## config.mk

```make
export PLATFORM = sky130hd
export DESIGN_NAME = ram_loader_flat
export DESIGN_NICKNAME = d
export VERILOG_FILES = /design/src/rtl/ram_loader_pkg.sv /design/src/rtl/ram_loader_if.sv /design/src/rtl/ram_loader_addr_counter.sv /design/src/rtl/ram_loader.sv /design/src/flat_wrapper.sv
export SDC_FILE = /design/constraint.sdc
export NUM_CORES = 1
export LEC_CHECK = 0
export CAP_MARGIN = 20
export CORE_UTILIZATION = 48
export DETAILED_ROUTE_END_ITERATION = 10
export PLACE_DENSITY = 0.94
export RECOVER_POWER = 25
export REMOVE_ABC_BUFFERS = 1
export SLEW_MARGIN = 20
export SYNTH_ARGS = -nofsm -noshare
export SYNTH_HDL_FRONTEND = slang
export SYNTH_SLANG_ARGS = --single-unit
```

## constraint.sdc

```tcl
create_clock -name clk -period 3.4 [get_ports clk]
set_clock_uncertainty 0.2 [all_clocks]
set_input_delay 0.68 -clock clk [delete_from_list [all_inputs] [get_ports clk]]
set_output_delay 0.68 -clock clk [all_outputs]
set_load 0.05 [all_outputs]
```

## src/rtl/ram_loader_pkg.sv

```systemverilog
// ram_loader_pkg -- definitions shared by the program loader and the CPU.
//   LOADER_WIDTH / LOADER_ADDRESS_WIDTH : default data and RAM address widths.
//   loader_state_t                      : loader FSM state encoding.
// ST_CHECK only becomes reachable when LOADER_CHECKSUM_EN is defined. It is
// always listed here so that the encoding stays the same in every build.
package ram_loader_pkg;

    localparam int LOADER_WIDTH         = 8;
    localparam int LOADER_ADDRESS_WIDTH = 4;

    typedef enum logic [2:0] {
        ST_IDLE,
        ST_ACCEPT,
        ST_ADDR,
        ST_WRITE,
        ST_CHECK,
        ST_DONE
    } loader_state_t;

endpackage

```

## src/rtl/ram_loader_if.sv

```systemverilog
// ram_loader_if -- host handshake and RAM-side strobes of the program loader.
//   start, in_data, in_valid       : host -> loader
//   in_ready                       : loader -> host
//   ram_addr_enable, ram_write_enable, ram_bus : loader -> RAM
//   cpu_hold, done, error          : loader -> CPU / host status
// Modports: slave = loader side, master = host/system side.
interface ram_loader_if
    import ram_loader_pkg::*;
#(
    parameter int WIDTH = LOADER_WIDTH
);
    logic             start;
    logic [WIDTH-1:0] in_data;
    logic             in_valid;
    logic             in_ready;
    logic             ram_addr_enable;
    logic             ram_write_enable;
    logic [WIDTH-1:0] ram_bus;
    logic             cpu_hold;
    logic             done;
    logic             error;

    modport master (
        output start, in_data, in_valid,
        input  in_ready, ram_addr_enable, ram_write_enable, ram_bus,
               cpu_hold, done, error
    );

    modport slave (
        input  start, in_data, in_valid,
        output in_ready, ram_addr_enable, ram_write_enable, ram_bus,
               cpu_hold, done, error
    );
endinterface

```

## src/rtl/ram_loader_addr_counter.sv

```systemverilog
// loader_addr_counter -- RAM write address counter for the loader.
//   clk, rst_n : clock and synchronous active-low reset
//   clr        : reset the count to 0 (clr has priority over inc)
//   inc        : advance by one; wraps to 0 after the last address
//   addr       : current address
//   last       : addr is the top address (2**ADDRESS_WIDTH-1)
module loader_addr_counter #(
    parameter int ADDRESS_WIDTH = 4
) (
    input  logic                     clk,
    input  logic                     rst_n,
    input  logic                     clr,
    input  logic                     inc,
    output logic [ADDRESS_WIDTH-1:0] addr,
    output logic                     last
);
    always_ff @(posedge clk) begin
        if (!rst_n)
            addr <= '0;
        else if (clr)
            addr <= '0;
        else if (inc)
            addr <= addr + 1'b1;
    end

    assign last = &addr;
endmodule

```

## src/rtl/ram_loader.sv

```systemverilog
// ram_loader -- streams host bytes into the CPU RAM and holds the CPU while
// it does so. For each byte the loader runs three cycles: it accepts the byte,
// then drives the address onto ram_bus with ram_addr_enable, then drives the
// byte onto ram_bus with ram_write_enable.
//   clk, rst_n : clock and synchronous active-low reset
//   bus        : ram_loader_if.slave (host handshake, RAM strobes, status)
// Optional macro LOADER_CHECKSUM_EN adds a trailing checksum byte. The
// checksum is the sum of all data bytes modulo 2**WIDTH. A mismatch sets
// error. When the macro is not defined, error is tied to 0.
module ram_loader
    import ram_loader_pkg::*;
#(
    parameter int WIDTH         = LOADER_WIDTH,
    parameter int ADDRESS_WIDTH = LOADER_ADDRESS_WIDTH
) (
    input  logic        clk,
    input  logic        rst_n,
    ram_loader_if.slave bus
);
    loader_state_t            state, state_nx;
    logic [WIDTH-1:0]         data_q;
    logic [ADDRESS_WIDTH-1:0] addr;
    logic                     addr_last;
    logic                     start_ok;
    logic                     take;
    logic                     addr_inc;

    // start is honoured only between sessions.
    assign start_ok = bus.start && (state == ST_IDLE || state == ST_DONE);
    assign take     = bus.in_valid && bus.in_ready;
    assign addr_inc = (state == ST_WRITE);

    loader_addr_counter #(.ADDRESS_WIDTH(ADDRESS_WIDTH)) u_addr (
        .clk  (clk),
        .rst_n(rst_n),
        .clr  (start_ok),
        .inc  (addr_inc),
        .addr (addr),
        .last (addr_last)
    );

    always_ff @(posedge clk) begin
        if (!rst_n) begin
            state  <= ST_IDLE;
            data_q <= '0;
        end else begin
            state <= state_nx;
            if (take && state == ST_ACCEPT)
                data_q <= bus.in_data;
        end
    end

`ifdef LOADER_CHECKSUM_EN
    logic [WIDTH-1:0] sum_q;
    logic             err_q;

    // A handshake in ACCEPT carries a data byte and one in CHECK carries the
    // checksum byte. in_ready is low in every other state.
    always_ff @(posedge clk) begin
        if (!rst_n) begin
            sum_q <= '0;
            err_q <= 1'b0;
        end else if (start_ok) begin
            sum_q <= '0;
            err_q <= 1'b0;
        end else if (take) begin
            if (state == ST_ACCEPT)
                sum_q <= sum_q + bus.in_data;
            else
                err_q <= (bus.in_data != sum_q);
        end
    end

    assign bus.error = err_q;
`else
    assign bus.error = 1'b0;
`endif

    always_comb begin
        state_nx             = state;
        bus.in_ready         = 1'b0;
        bus.ram_addr_enable  = 1'b0;
        bus.ram_write_enable = 1'b0;
        bus.ram_bus          = '0;
        bus.cpu_hold         = 1'b0;
        bus.done             = 1'b0;
        case (state)
            ST_IDLE: begin
                if (bus.start)
                    state_nx = ST_ACCEPT;
            end
            ST_ACCEPT: begin
                bus.in_ready = 1'b1;
                bus.cpu_hold = 1'b1;
                if (bus.in_valid)
                    state_nx = ST_ADDR;
            end
            ST_ADDR: begin
                bus.ram_addr_enable = 1'b1;
                bus.cpu_hold        = 1'b1;
                bus.ram_bus         = WIDTH'(addr);
                state_nx            = ST_WRITE;
            end
            ST_WRITE: begin
                bus.ram_write_enable = 1'b1;
                bus.cpu_hold         = 1'b1;
                bus.ram_bus          = data_q;
`ifdef LOADER_CHECKSUM_EN
                state_nx = addr_last ? ST_CHECK : ST_ACCEPT;
`else
                state_nx = addr_last ? ST_DONE : ST_ACCEPT;
`endif
            end
`ifdef LOADER_CHECKSUM_EN
            ST_CHECK: begin
                bus.in_ready = 1'b1;
                bus.cpu_hold = 1'b1;
                if (bus.in_valid)
                    state_nx = ST_DONE;
            end
`endif
            ST_DONE: begin
                bus.done = 1'b1;
                if (bus.start)
                    state_nx = ST_ACCEPT;
            end
            default: state_nx = ST_IDLE;
        endcase
    end
endmodule

```

## src/flat_wrapper.sv

```systemverilog
// flat-port wrapper written by rule: the top's interface ports become plain ports
module ram_loader_flat import ram_loader_pkg::*;
#(
    parameter int WIDTH         = LOADER_WIDTH,
    parameter int ADDRESS_WIDTH = LOADER_ADDRESS_WIDTH
)
  (clk, rst_n, bus_start, bus_in_data, bus_in_valid, bus_in_ready, bus_ram_addr_enable, bus_ram_write_enable, bus_ram_bus, bus_cpu_hold, bus_done, bus_error);
  ram_loader_if #(.WIDTH(WIDTH)) bus_i ();
  input  logic clk;
  input  logic rst_n;
  input wire logic [$bits(bus_i.start)-1:0] bus_start;
  input wire logic [$bits(bus_i.in_data)-1:0] bus_in_data;
  input wire logic [$bits(bus_i.in_valid)-1:0] bus_in_valid;
  output wire logic [$bits(bus_i.in_ready)-1:0] bus_in_ready;
  output wire logic [$bits(bus_i.ram_addr_enable)-1:0] bus_ram_addr_enable;
  output wire logic [$bits(bus_i.ram_write_enable)-1:0] bus_ram_write_enable;
  output wire logic [$bits(bus_i.ram_bus)-1:0] bus_ram_bus;
  output wire logic [$bits(bus_i.cpu_hold)-1:0] bus_cpu_hold;
  output wire logic [$bits(bus_i.done)-1:0] bus_done;
  output wire logic [$bits(bus_i.error)-1:0] bus_error;
  assign bus_i.start = bus_start;
  assign bus_i.in_data = bus_in_data;
  assign bus_i.in_valid = bus_in_valid;
  assign bus_in_ready = bus_i.in_ready;
  assign bus_ram_addr_enable = bus_i.ram_addr_enable;
  assign bus_ram_write_enable = bus_i.ram_write_enable;
  assign bus_ram_bus = bus_i.ram_bus;
  assign bus_cpu_hold = bus_i.cpu_hold;
  assign bus_done = bus_i.done;
  assign bus_error = bus_i.error;
  ram_loader #(.WIDTH(WIDTH), .ADDRESS_WIDTH(ADDRESS_WIDTH)) u_core (.clk(clk), .rst_n(rst_n), .bus(bus_i));
endmodule
```

; Yosys cells after proc, flatten, opt, wreduce, memory -nomap -nowiden
; Cells that the tools add are included.
[classes]
bitwise_logic = 1
muxes = 10
n_addsub = 1
eq_ne = 6
reduce_logical = 10
[ops]
columns = operator, n
row1 = 8-bit case mux with 2 select lines, 1
row2 = 3-bit case mux with 4 select lines, 1
row3 = 3-bit two-way mux, 3
row4 = 3-bit by 2-bit equality test with 1-bit output (second input constant), 2
row5 = 1-bit two-way mux, 5
row6 = 4-bit by 1-bit adder with 4-bit output (second input constant), 1
row7 = 4-bit AND reduction, 1
row8 = 2-bit OR reduction, 2
row9 = 3-bit by 1-bit equality test with 1-bit output (second input constant), 1
row10 = 3-bit equality test (second input constant), 1
row11 = 1-bit logical AND, 3
row12 = 3-bit zero test, 1
row13 = 3-bit OR reduction, 1
row14 = 2-bit by 1-bit inequality test with 1-bit output (second input constant), 1
row15 = 2-bit inequality test (second input constant), 1
row16 = 2-bit AND reduction, 1
row17 = 1-bit logical OR, 1
row18 = 1-bit NOT, 1
[totals]
output_inout_bits = 14
in_bits = 12
elab_cells = 31
ff_bits = 15

; Depth between registers and ports, before layout
; Gate-level depths: netlist (run 1).
[logic_depth]
word_depth = 4
ltp_mapped = 6
depth_no_buf = 4

; Hierarchy
; From an unflattened synthesis (run 1), not the netlist that was laid out.
[hier_totals]
cells_unflattened = 91
area_unflattened_um2 = 813.3
[modules_own_cells]
columns = mod, n_inst, area_per_inst_um2, cells_each, seq_area_each_um2
row1 = ram_loader, 1, 624.3, 73, 220.2
row2 = loader_addr_counter, 1, 188.9, 18, 80.1

; Worst setup path after synthesis (run 1)
; Ideal clock, no wire load.
[synth_timing]
kind = reg-to-output
start = reg u_core.state[1]
end = out bus_ram_bus[0]
path_buffers = 1
t_arrival_ns = 1.669
slack_ns = 0.851
stages_incl_launch_ff = 5
t_required_ns = 2.520
path_cell_list = dfxtp_1 -> buf_6 -> nor2b_1 -> nor2b_2 -> a22o_1
[synth_between]
elab_chain_len = 2
word_cells_on_any_way = 3
classes_between = 2 x eq/ne / 1 x mux
[synth_lines]
columns = element, line_no
row1 = from (decl), ram_loader.sv:20  ; loader_state_t state, state_nx;
row2 = from (signal assigned), ram_loader.sv:47  ; state <= state_nx;
row3 = 3-bit by 2-bit equality test with 1-bit output, ram_loader.sv:87  ; case (state)
row4 = 8-bit case mux with 2 select lines *, ram_loader.sv:87
row5 = to (decl), flat_wrapper.sv:17  ; output wire logic [$bits(bus_i.ram_bus)-1:0] bus_ram_bus;
; Mark *: on every way between the ends. The rest lies on a longest branch, timed or not.

; Worst setup path in the final report (run 1)
[layout_timing]
start = reg u_core.state[1]
end = out bus_ram_bus[2]
; The elaborated chain is that of the path after synthesis.

==> results.sh, run 1 <==
export IMPL_reg2regPathDepth=3
export IMPL_drc=0
export IMPL_synth_most_common_cell="dfxtp_1"
export IMPL_grt_pass1_vias=686
export IMPL_core_area_um2=1540
export IMPL_ir_drop_uv=220
export IMPL_drtIter0Drc=34
export IMPL_path_class="reg2out"
export IMPL_grt_overflow=0
export IMPL_dieWidth_um=43.0
export IMPL_rsz0062_at_grt="false"
export IMPL_start_kind="register"
export IMPL_place_congestion=0.767
export IMPL_postCtsSetupRepairBufs=0
export IMPL_area_growth_pct=28.5
export IMPL_min_to="u_core.data_q[5]$_SDFFE_PN0P_"
export IMPL_power_leakage_nw=0.380
export IMPL_dr_pass1_iters=4
export IMPL_grt_pass1_wl_um=2830
export IMPL_clkSlewWorstSetupHoldPaths_ns=0.09
export IMPL_cts_resized=0
export IMPL_holdWs_ns=0.249
export IMPL_start_util=0.524
export IMPL_cp_end_kind="output port"
export IMPL_cts_path_max_buffers=2
export IMPL_synth_area_um2=808
export IMPL_grt_max_degree=17
export IMPL_num_nets_final=128
export IMPL_required_ns=2.52
export IMPL_critical_path_max_fanout=10
export IMPL_routed_via_density=5.49
export IMPL_diodes=0
export IMPL_ys_warn_count=0
export IMPL_period_share=0.935
export IMPL_slew_violations=0
export IMPL_vias=714
export IMPL_cts_root_buffer="clkbuf_4"
export IMPL_synth_edf_count=0
export IMPL_cts_tree="built"
export IMPL_row_count=14
export IMPL_power_density_nw_per_um2=346
export IMPL_synth_area_leaders="dfxtp_1 37%, nand2_1 4.6%, a22o_1 4.3%"
export IMPL_min_delay_start="u_core.data_q[5]$_SDFFE_PN0P_"
export IMPL_final_hold_viol_count=0
export IMPL_period_needed_ns=3.18
export IMPL_h_tree_depth=1
export IMPL_ant_nets=0
export IMPL_io_buffer_count=24
export IMPL_yosysTopAreaCell="dfxtp_1"
export IMPL_async_flop_share=0
export IMPL_die_area_um2=1850
export IMPL_setup_viol=0
export IMPL_min_path_type="reg2reg"
export IMPL_avgRoutedWirePerCell_um=12.9
export IMPL_cp_arrival_ns=2.30
export IMPL_syn_inst=93
export IMPL_run_status="completed"
export IMPL_cts_hold_buffers=0
export IMPL_synth_top_area_frac=0.372
export IMPL_dp_hpwl_um=1240
export IMPL_die_y_um=43.0
export IMPL_r2r_end="u_core.u_addr.addr[1]$_SDFFE_PP0N_"
export IMPL_reg2reg_slack_ns=1.78
export IMPL_ys_types=34
export IMPL_maxCapViolCount=0
export IMPL_slew_headroom=0.661
export IMPL_cts_buffers=3
export IMPL_io_pins=26
export IMPL_cts_num_sinks=15
export IMPL_yosys_top_cells_count="15 x dfxtp_1, 10 x nand2_1, 7 x nor2_1, 6 x nand3_1, 6 x o21ai_0"
export IMPL_ys_seq_elements=15
export IMPL_worstMarginPinSlew_ns=0.506
export IMPL_antenna_found_initial=0
export IMPL_yosysSeqAreaShare=0.372
export IMPL_holdPathStages=2
export IMPL_routed_wl_um=1680
export IMPL_clkLatencyLatePin_ns=0.29
export IMPL_yosys_most_used_dff="dfxtp_1"
export IMPL_grt_use_total=0.206
export IMPL_tns_ns=0
export IMPL_final_cell_area_um2=1040
export IMPL_clock_fmax_mhz=315
export IMPL_rr_startpoint="u_core.state[0]$_SDFFE_PN0P_"
export IMPL_placed_area_um2=1010
export IMPL_drive_gt1_frac=0.0965
export IMPL_avgSynthCellArea_um2=8.69
-- cell usage in the layout (no fill, tap or decap) --
cell,instances
a21boi_0,1
a21oi_1,2
a22o_1,4
a22oi_1,1
and2_1,5
and3b_1,2
buf_4,2
clkbuf_1,1
clkbuf_4,3
clkdlybuf4s50_1,22
conb_1,1
dfxtp_1,15
dlygate4sd3_1,2
ha_1,1
mux2i_1,1
nand2_1,10
nand2b_1,2
nand3_1,6
nand3_2,2
nand4b_1,2
nor2_1,7
nor2b_1,2
nor2b_2,1
nor3b_1,2
nor4bb_2,1
o21a_1,1
o21ai_0,7
o21ai_1,1
o21ai_2,2
or2b_1,1
or3_1,1
xnor2_1,1
xor2_1,2
-- per-layer routing --
metal	up-vias	wire length, um	GRT usage
li1	357	-	-
met5	-	0	0
met3	4	113	0.0553
met4	0	27	0.109
met1	321	700	0.253
met2	32	837	0.327
-- cell type report --
cell class	instances	area (um^2)
fill	128	503
multi-input combinational	69	437
sequential	15	300
timing repair buffer	26	255
clock buffer	4	26.3
tap	16	20.0
-- worst max-delay path, cell delays in order, from the launching register on --
cell             delay (ns)
dfxtp_1                0.50
nor2b_1                0.24
nor2b_2                0.29
a22o_1                 0.19
clkdlybuf4s50_1        0.80
-- state kept, by name (all words and copies together), names as in the netlist --
signal and cells:
u_core.state 3, u_core.u_addr.addr 4, u_core.data_q 8
-- metrics by stage --
stage / setup WS [ns] / util / std cells / power (mW)
final: 0.221 / 0.674 / 130 / 0.359
after global routing: 0.0608 / 0.674 / 130 / 0.375
after CTS: 0.212 / 0.674 / 130 / 0.363
after detailed placement: 0.554 / 0.657 / 126 / 0.261
after global placement: 0.622 / 0.657 / 126 / 0.258
after floorplan: 0.686 / - / 84 / 0.228
-- power by group --
part | leakage (nW) | internal [mW] | total [mW] | switching, mW
combinational | 0.243 | 0.0292 | 0.0677 | 0.0384
sequential | 0.122 | 0.182 | 0.189 | 0.00692
clock | 0.0150 | 0.0456 | 0.103 | 0.0570
total | 0.380 | 0.257 | 0.359 | 0.102
-- cells by family (layout without fill, tap and decap cells) --
| group | after synthesis | after routing | share of synthesized area |
|---|---|---|---|
| XOR/XNOR | 3 | 3 | 0.0325 |
| other | 1 | 1 | 0.00464 |
| flip-flops | 15 | 15 | 0.372 |
| adder cells (fa/ha/maj) | 1 | 1 | 0.0155 |
| AO/OA/AOI/OAI | 19 | 19 | 0.155 |
| buffers and inverters | 9 | 30 | 0.0960 |
| multiplexers | 1 | 1 | 0.0124 |
| AND/OR/NAND/NOR | 44 | 44 | 0.313 |
-- worst max path at each step --
stage / startpoint / end / cells past startpoint
2_1_floorplan: bus_in_valid / u_core.data_q[0]$_SDFFE_PN0P_ / 2
3_3_place_gp: u_core.state[1]$_SDFFE_PN0P_ / bus_ram_bus[2] / 4
3_5_place_dp: u_core.state[1]$_SDFFE_PN0P_ / bus_ram_bus[2] / 4
4_1_cts: u_core.state[1]$_SDFFE_PN0P_ / bus_ram_bus[2] / 4
5_1_grt: u_core.state[1]$_SDFFE_PN0P_ / bus_ram_bus[2] / 4
6_report: u_core.state[1]$_SDFFE_PN0P_ / bus_ram_bus[2] / 4
No activity file was read; power rests on OpenSTA's default activity.
==> run 2, diff against run 1 <==
Settings changed: PLACE_DENSITY 0.94 to 0.83.
==> run 2 against run 1 <==
Effect of this change: global-route usage decreased by 2.2 points; routed wire length decreased by 10%; combinational power decreased by 3.1%; fmax up 1.7%; critical endpoint is now bus_ram_bus[3]; highest routed layer unchanged.
==> results.sh, run 2 (same netlist as run 1, synthesis figures left out) <==
export IMPL_tns_ns=0
export IMPL_cts_root_buffer="clkbuf_4"
export IMPL_diodes=0
export IMPL_crit_chain="and3b_1 > a22o_1 > clkdlybuf4s50_1"
export IMPL_drive_gt1_frac=0.0965
export IMPL_largest_register_ffs=8
export IMPL_dp_hpwl_um=1090
export IMPL_min_path_type="reg2reg"
export IMPL_p_switching_mw=0.103
export IMPL_fillers=135
export IMPL_final_common_cell="clkdlybuf4s50_1"
export IMPL_slew_violations=0
export IMPL_cts_hold_buffers=0
export IMPL_use_met3=0.0681
export IMPL_reg_largest_list="u_core.data_q (8), u_core.u_addr.addr (4), u_core.state (3)"
export IMPL_slew_headroom=0.463
export IMPL_num_nets_final=128
export IMPL_clkSlewWorstSetupHoldPaths_ns=0.09
export IMPL_reg2reg_slack_ns=1.83
export IMPL_area_growth_pct=28.2
export IMPL_cts_path_max_buffers=2
export IMPL_run_status="completed"
export IMPL_rr_startpoint="u_core.state[1]$_SDFFE_PN0P_"
export IMPL_combPwrFrac=0.183
export IMPL_slowest_delay_ns=0.80
export IMPL_avgRoutedWirePerCell_um=11.6
export IMPL_vias=680
export IMPL_core_area_um2=1540
export IMPL_setup_viol=0
export IMPL_period_needed_ns=3.12
export IMPL_die_y_um=43.0
export IMPL_rsz0062_at_grt="false"
export IMPL_power_frac_clock=0.289
export IMPL_final_hold_viol_count=0
export IMPL_routed_via_density=5.23
export IMPL_holdWs_ns=0.256
export IMPL_ir_drop_uv=219
export IMPL_internal_power_mw=0.255
export IMPL_die_area_um2=1850
export IMPL_power_density_nw_per_um2=345
export IMPL_top_register="u_core.data_q"
export IMPL_grt_pass1_vias=597
export IMPL_io_pins=26
export IMPL_p_seq_frac=0.528
export IMPL_cts_resized=0
export IMPL_h_tree_depth=1
export IMPL_multi_input_area_um2=437
export IMPL_required_ns=2.52
export IMPL_start_util=0.524
export IMPL_antenna_found_initial=0
export IMPL_ant_nets=0
export IMPL_cts_tree="built"
export IMPL_critical_path_max_fanout=11
export IMPL_grt_busiest_layer="met2"
export IMPL_place_congestion=0.705
export IMPL_crit_slowest_cell="clkdlybuf4s50_1"
export IMPL_worstSetupStartpoint="u_core.state[1]$_SDFFE_PN0P_"
export IMPL_r2r_end="u_core.u_addr.addr[1]$_SDFFE_PP0N_"
export IMPL_dr_pass1_iters=2
export IMPL_cp_end_kind="output port"
export IMPL_grt_pass1_wl_um=2620
export IMPL_use_met1=0.245
export IMPL_cp_arrival_ns=2.24
export IMPL_seqCellArea_um2=300
export IMPL_dieWidth_um=43.0
export IMPL_power_leakage_nw=0.379
export IMPL_drtIter0Drc=5
export IMPL_routed_wl_um=1510
export IMPL_grt_overflow=0
export IMPL_start_kind="register"
export IMPL_cts_buffers=3
export IMPL_drc=0
export IMPL_endpoint="bus_ram_bus[3]"
export IMPL_p_sw_frac=0.288
export IMPL_grt_use_total=0.185
export IMPL_grt_max_degree=21
export IMPL_cts_num_sinks=15
export IMPL_maxCapViolCount=0
export IMPL_worstMarginPinSlew_ns=0.806
export IMPL_reg2regPathDepth=3
export IMPL_clock_fmax_mhz=320
export IMPL_met2_usage=0.279
export IMPL_path_class="reg2out"
export IMPL_postCtsSetupRepairBufs=0
export IMPL_final_cell_mix="23 x clkdlybuf4s50_1, 15 x dfxtp_1, 10 x nand2_1"
export IMPL_period_share=0.919
export IMPL_io_buffer_count=24
export IMPL_row_count=14
export IMPL_clkLatencyLatePin_ns=0.29
run 2: cell count changes in the layout (fill, tap and decap cells not counted):
cell and delta:
buf_4 -1, dlygate4sd3_1 -1, clkdlybuf4s50_1 +1, clkinv_2 +1
run 2: through the flow:
stage               std cells  area, um^2  total power, mW  utilization  setup WS (ns)
finish                    130        1040            0.357        0.672          0.275
floorplan                  84         731            0.228            -          0.686
CTS                       130        1040            0.364        0.675          0.242
global placement          126        1010            0.258        0.657          0.588
detailed placement        126        1010            0.259        0.657          0.581
global route              130        1040            0.380        0.672          0.135
run 2: layout make-up:
class                           count  share of cell area
Multi-Input combinational cell     69               0.421
Sequential cell                    15               0.290
Timing Repair Buffer               26               0.243
Clock buffer                        3              0.0217
Tap cell                           16              0.0193
Clock inverter                      1             0.00483
run 2: worst min path at each step:
| stage | start | end | slack, ns | cells after the start |
|---|---|---|---|---|
| final | u_core.data_q[5]$_SDFFE_PN0P_ | u_core.data_q[5]$_SDFFE_PN0P_ | 0.26 | 2 |
| after global routing | u_core.data_q[5]$_SDFFE_PN0P_ | u_core.data_q[5]$_SDFFE_PN0P_ | 0.27 | 2 |
| after CTS | u_core.data_q[5]$_SDFFE_PN0P_ | u_core.data_q[5]$_SDFFE_PN0P_ | 0.26 | 2 |
| after detailed placement | u_core.data_q[5]$_SDFFE_PN0P_ | u_core.data_q[5]$_SDFFE_PN0P_ | 0.25 | 2 |
| after global placement | u_core.data_q[5]$_SDFFE_PN0P_ | u_core.data_q[5]$_SDFFE_PN0P_ | 0.24 | 2 |
| after floorplan | u_core.data_q[5]$_SDFFE_PN0P_ | u_core.data_q[5]$_SDFFE_PN0P_ | 0.22 | 2 |
run 2: power by group through the flow:
stage | Sequential, mW | Clock (mW) | Combinational [mW]
finish | 0.189 | 0.103 | 0.0656
global placement | 0.192 | 0 | 0.0658
floorplan | 0.191 | 0 | 0.0369
CTS | 0.189 | 0.108 | 0.0670
detailed placement | 0.193 | 0 | 0.0666
global route | 0.190 | 0.120 | 0.0701
run 2: critical path: cells and delay by family, from the launching register on:
family | cells | cell delay [ns]
AO/OA/AOI/OAI | 1 | 0.19
flip-flops | 1 | 0.50
buffers and inverters | 1 | 0.80
AND/OR/NAND/NOR | 1 | 0.46
run 2: routing by layer:
| metal | vias to the layer above | wire length, um |
|---|---|---|
| li1 | 356 | - |
| met1 | 300 | 727 |
| met2 | 21 | 679 |
| met3 | 3 | 86 |
| met4 | 0 | 13 |
| met5 | - | 0 |
==> run 3, diff against run 2 <==
Settings changed: REMOVE_ABC_BUFFERS 1 to unset.
==> run 3 against run 2 <==
Effect of this change: die area is the same; final area is the same; hold slack gained 0.0068 ns; sequential share of layout area is the same; register-to-register slack lost 0.02 ns; count of clock-buffer cells in the layout is the same; sequential power is essentially flat; critical path type unchanged; largest cell class unchanged.
==> results.sh, run 3 (same netlist as run 1, synthesis figures left out) <==
export IMPL_maxCapViolCount=0
export IMPL_clock_fmax_mhz=317
export IMPL_num_nets_final=128
export IMPL_vias=686
export IMPL_place_congestion=0.687
export IMPL_drc=0
export IMPL_final_hold_viol_count=0
export IMPL_cts_tree="built"
export IMPL_core_area_um2=1540
export IMPL_period_share=0.927
export IMPL_ant_nets=0
export IMPL_period_needed_ns=3.15
export IMPL_cts_resized=0
export IMPL_cts_hold_buffers=0
export IMPL_grt_max_degree=21
export IMPL_reg_largest_list="u_core.data_q (8), u_core.u_addr.addr (4), u_core.state (3)"
export IMPL_grt_use_total=0.202
export IMPL_final_cell_mix="22 x clkdlybuf4s50_1, 15 x dfxtp_1, 10 x nand2_1"
export IMPL_h_tree_depth=1
export IMPL_dp_hpwl_um=1180
export IMPL_postCtsSetupRepairBufs=0
export IMPL_worstSetupStartpoint="u_core.state[0]$_SDFFE_PN0P_"
export IMPL_holdWs_ns=0.263
export IMPL_worstMarginPinSlew_ns=0.818
export IMPL_cp_end_kind="output port"
export IMPL_cts_path_max_buffers=2
export IMPL_io_buffer_count=24
export IMPL_drtIter0Drc=10
export IMPL_dieWidth_um=43.0
export IMPL_clkLatencyLatePin_ns=0.28
export IMPL_io_pins=26
export IMPL_routed_wl_um=1610
export IMPL_syn_nets=106
export IMPL_routed_via_density=5.28
export IMPL_rr_startpoint="u_core.state[0]$_SDFFE_PN0P_"
export IMPL_start_util=0.524
export IMPL_slew_violations=0
export IMPL_r2r_end="u_core.u_addr.addr[1]$_SDFFE_PP0N_"
export IMPL_pre_cts_ws_ns=0.566
export IMPL_endpoint="bus_ram_bus[0]"
export IMPL_critical_path_max_fanout=11
export IMPL_die_area_um2=1850
export IMPL_antenna_found_initial=0
export IMPL_cts_num_sinks=15
export IMPL_seqCellArea_um2=300
export IMPL_path_class="reg2out"
export IMPL_grt_pass1_vias=638
export IMPL_row_count=14
export IMPL_slew_headroom=0.455
export IMPL_start_kind="register"
export IMPL_min_path_type="reg2reg"
export IMPL_rsz0062_at_grt="false"
export IMPL_tns_ns=0
export IMPL_grt_overflow=0
export IMPL_fillers=135
export IMPL_power_leakage_nw=0.379
export IMPL_cts_buffers=3
export IMPL_area_growth_pct=28.2
export IMPL_grt_pass1_wl_um=2840
export IMPL_cts_root_buffer="clkbuf_4"
export IMPL_drive_gt1_frac=0.0965
export IMPL_die_y_um=43.0
export IMPL_dr_pass1_iters=4
export IMPL_top_register="u_core.data_q"
export IMPL_diodes=0
export IMPL_cp_arrival_ns=2.27
export IMPL_power_density_nw_per_um2=345
export IMPL_multi_input_area_um2=437
export IMPL_setup_viol=0
export IMPL_final_common_cell="clkdlybuf4s50_1"
export IMPL_ir_drop_uv=200
export IMPL_largest_register_ffs=8
export IMPL_utilization=0.672
export IMPL_reg2reg_slack_ns=1.81
export IMPL_required_ns=2.52
export IMPL_run_status="completed"
export IMPL_avgRoutedWirePerCell_um=12.4
export IMPL_fin_ws_ns=0.247
export IMPL_reg2regPathDepth=3
export IMPL_clkSlewWorstSetupHoldPaths_ns=0.10
[run 3: area by class of cell]
class | instances | share of cell area
Multi-Input combinational cell | 69 | 0.421
Sequential cell | 15 | 0.290
Timing Repair Buffer | 26 | 0.243
Clock buffer | 3 | 0.0217
Tap cell | 16 | 0.0193
Clock inverter | 1 | 0.00483
[run 3: worst min path at each step]
| stage | start | endpoint | slack [ns] | cells after the start |
|---|---|---|---|---|
| 6_report | u_core.data_q[5]$_SDFFE_PN0P_ | u_core.data_q[5]$_SDFFE_PN0P_ | 0.26 | 2 |
| 5_1_grt | u_core.data_q[3]$_SDFFE_PN0P_ | u_core.data_q[3]$_SDFFE_PN0P_ | 0.30 | 2 |
| 4_1_cts | u_core.data_q[5]$_SDFFE_PN0P_ | u_core.data_q[5]$_SDFFE_PN0P_ | 0.27 | 2 |
| 3_5_place_dp | u_core.data_q[5]$_SDFFE_PN0P_ | u_core.data_q[5]$_SDFFE_PN0P_ | 0.25 | 2 |
| 3_3_place_gp | u_core.data_q[5]$_SDFFE_PN0P_ | u_core.data_q[5]$_SDFFE_PN0P_ | 0.23 | 2 |
| 2_1_floorplan | u_core.data_q[5]$_SDFFE_PN0P_ | u_core.data_q[5]$_SDFFE_PN0P_ | 0.22 | 2 |
[run 3: metal layers]
layer | track usage | vias up | wire, um
li1 | - | 355 | -
met1 | 0.270 | 314 | 724
met2 | 0.327 | 17 | 805
met3 | 0.0596 | 0 | 77
met4 | 0.0364 | 0 | 0
met5 | 0 | - | 0
[run 3: metrics by stage]
| step | std cells | power (mW) | instance area (um^2) |
|---|---|---|---|
| floorplan | 93 | 0.240 | 808 |
| global placement | 126 | 0.258 | 1010 |
| detailed placement | 126 | 0.259 | 1010 |
| CTS | 130 | 0.363 | 1040 |
| global route | 130 | 0.374 | 1040 |
| finish | 130 | 0.358 | 1040 |
[run 3: critical path, cell delays in order (launching register included)]
cell and delay (ns):
dfxtp_1 0.51, and3b_1 0.47, a22o_1 0.21, clkdlybuf4s50_1 0.80
[run 3: where the power goes]
group          internal [mW]  total, mW  switching (mW)
logic                 0.0286     0.0651          0.0365
registers              0.182      0.189         0.00714
clock network         0.0437      0.104          0.0601
total                  0.254      0.358           0.104
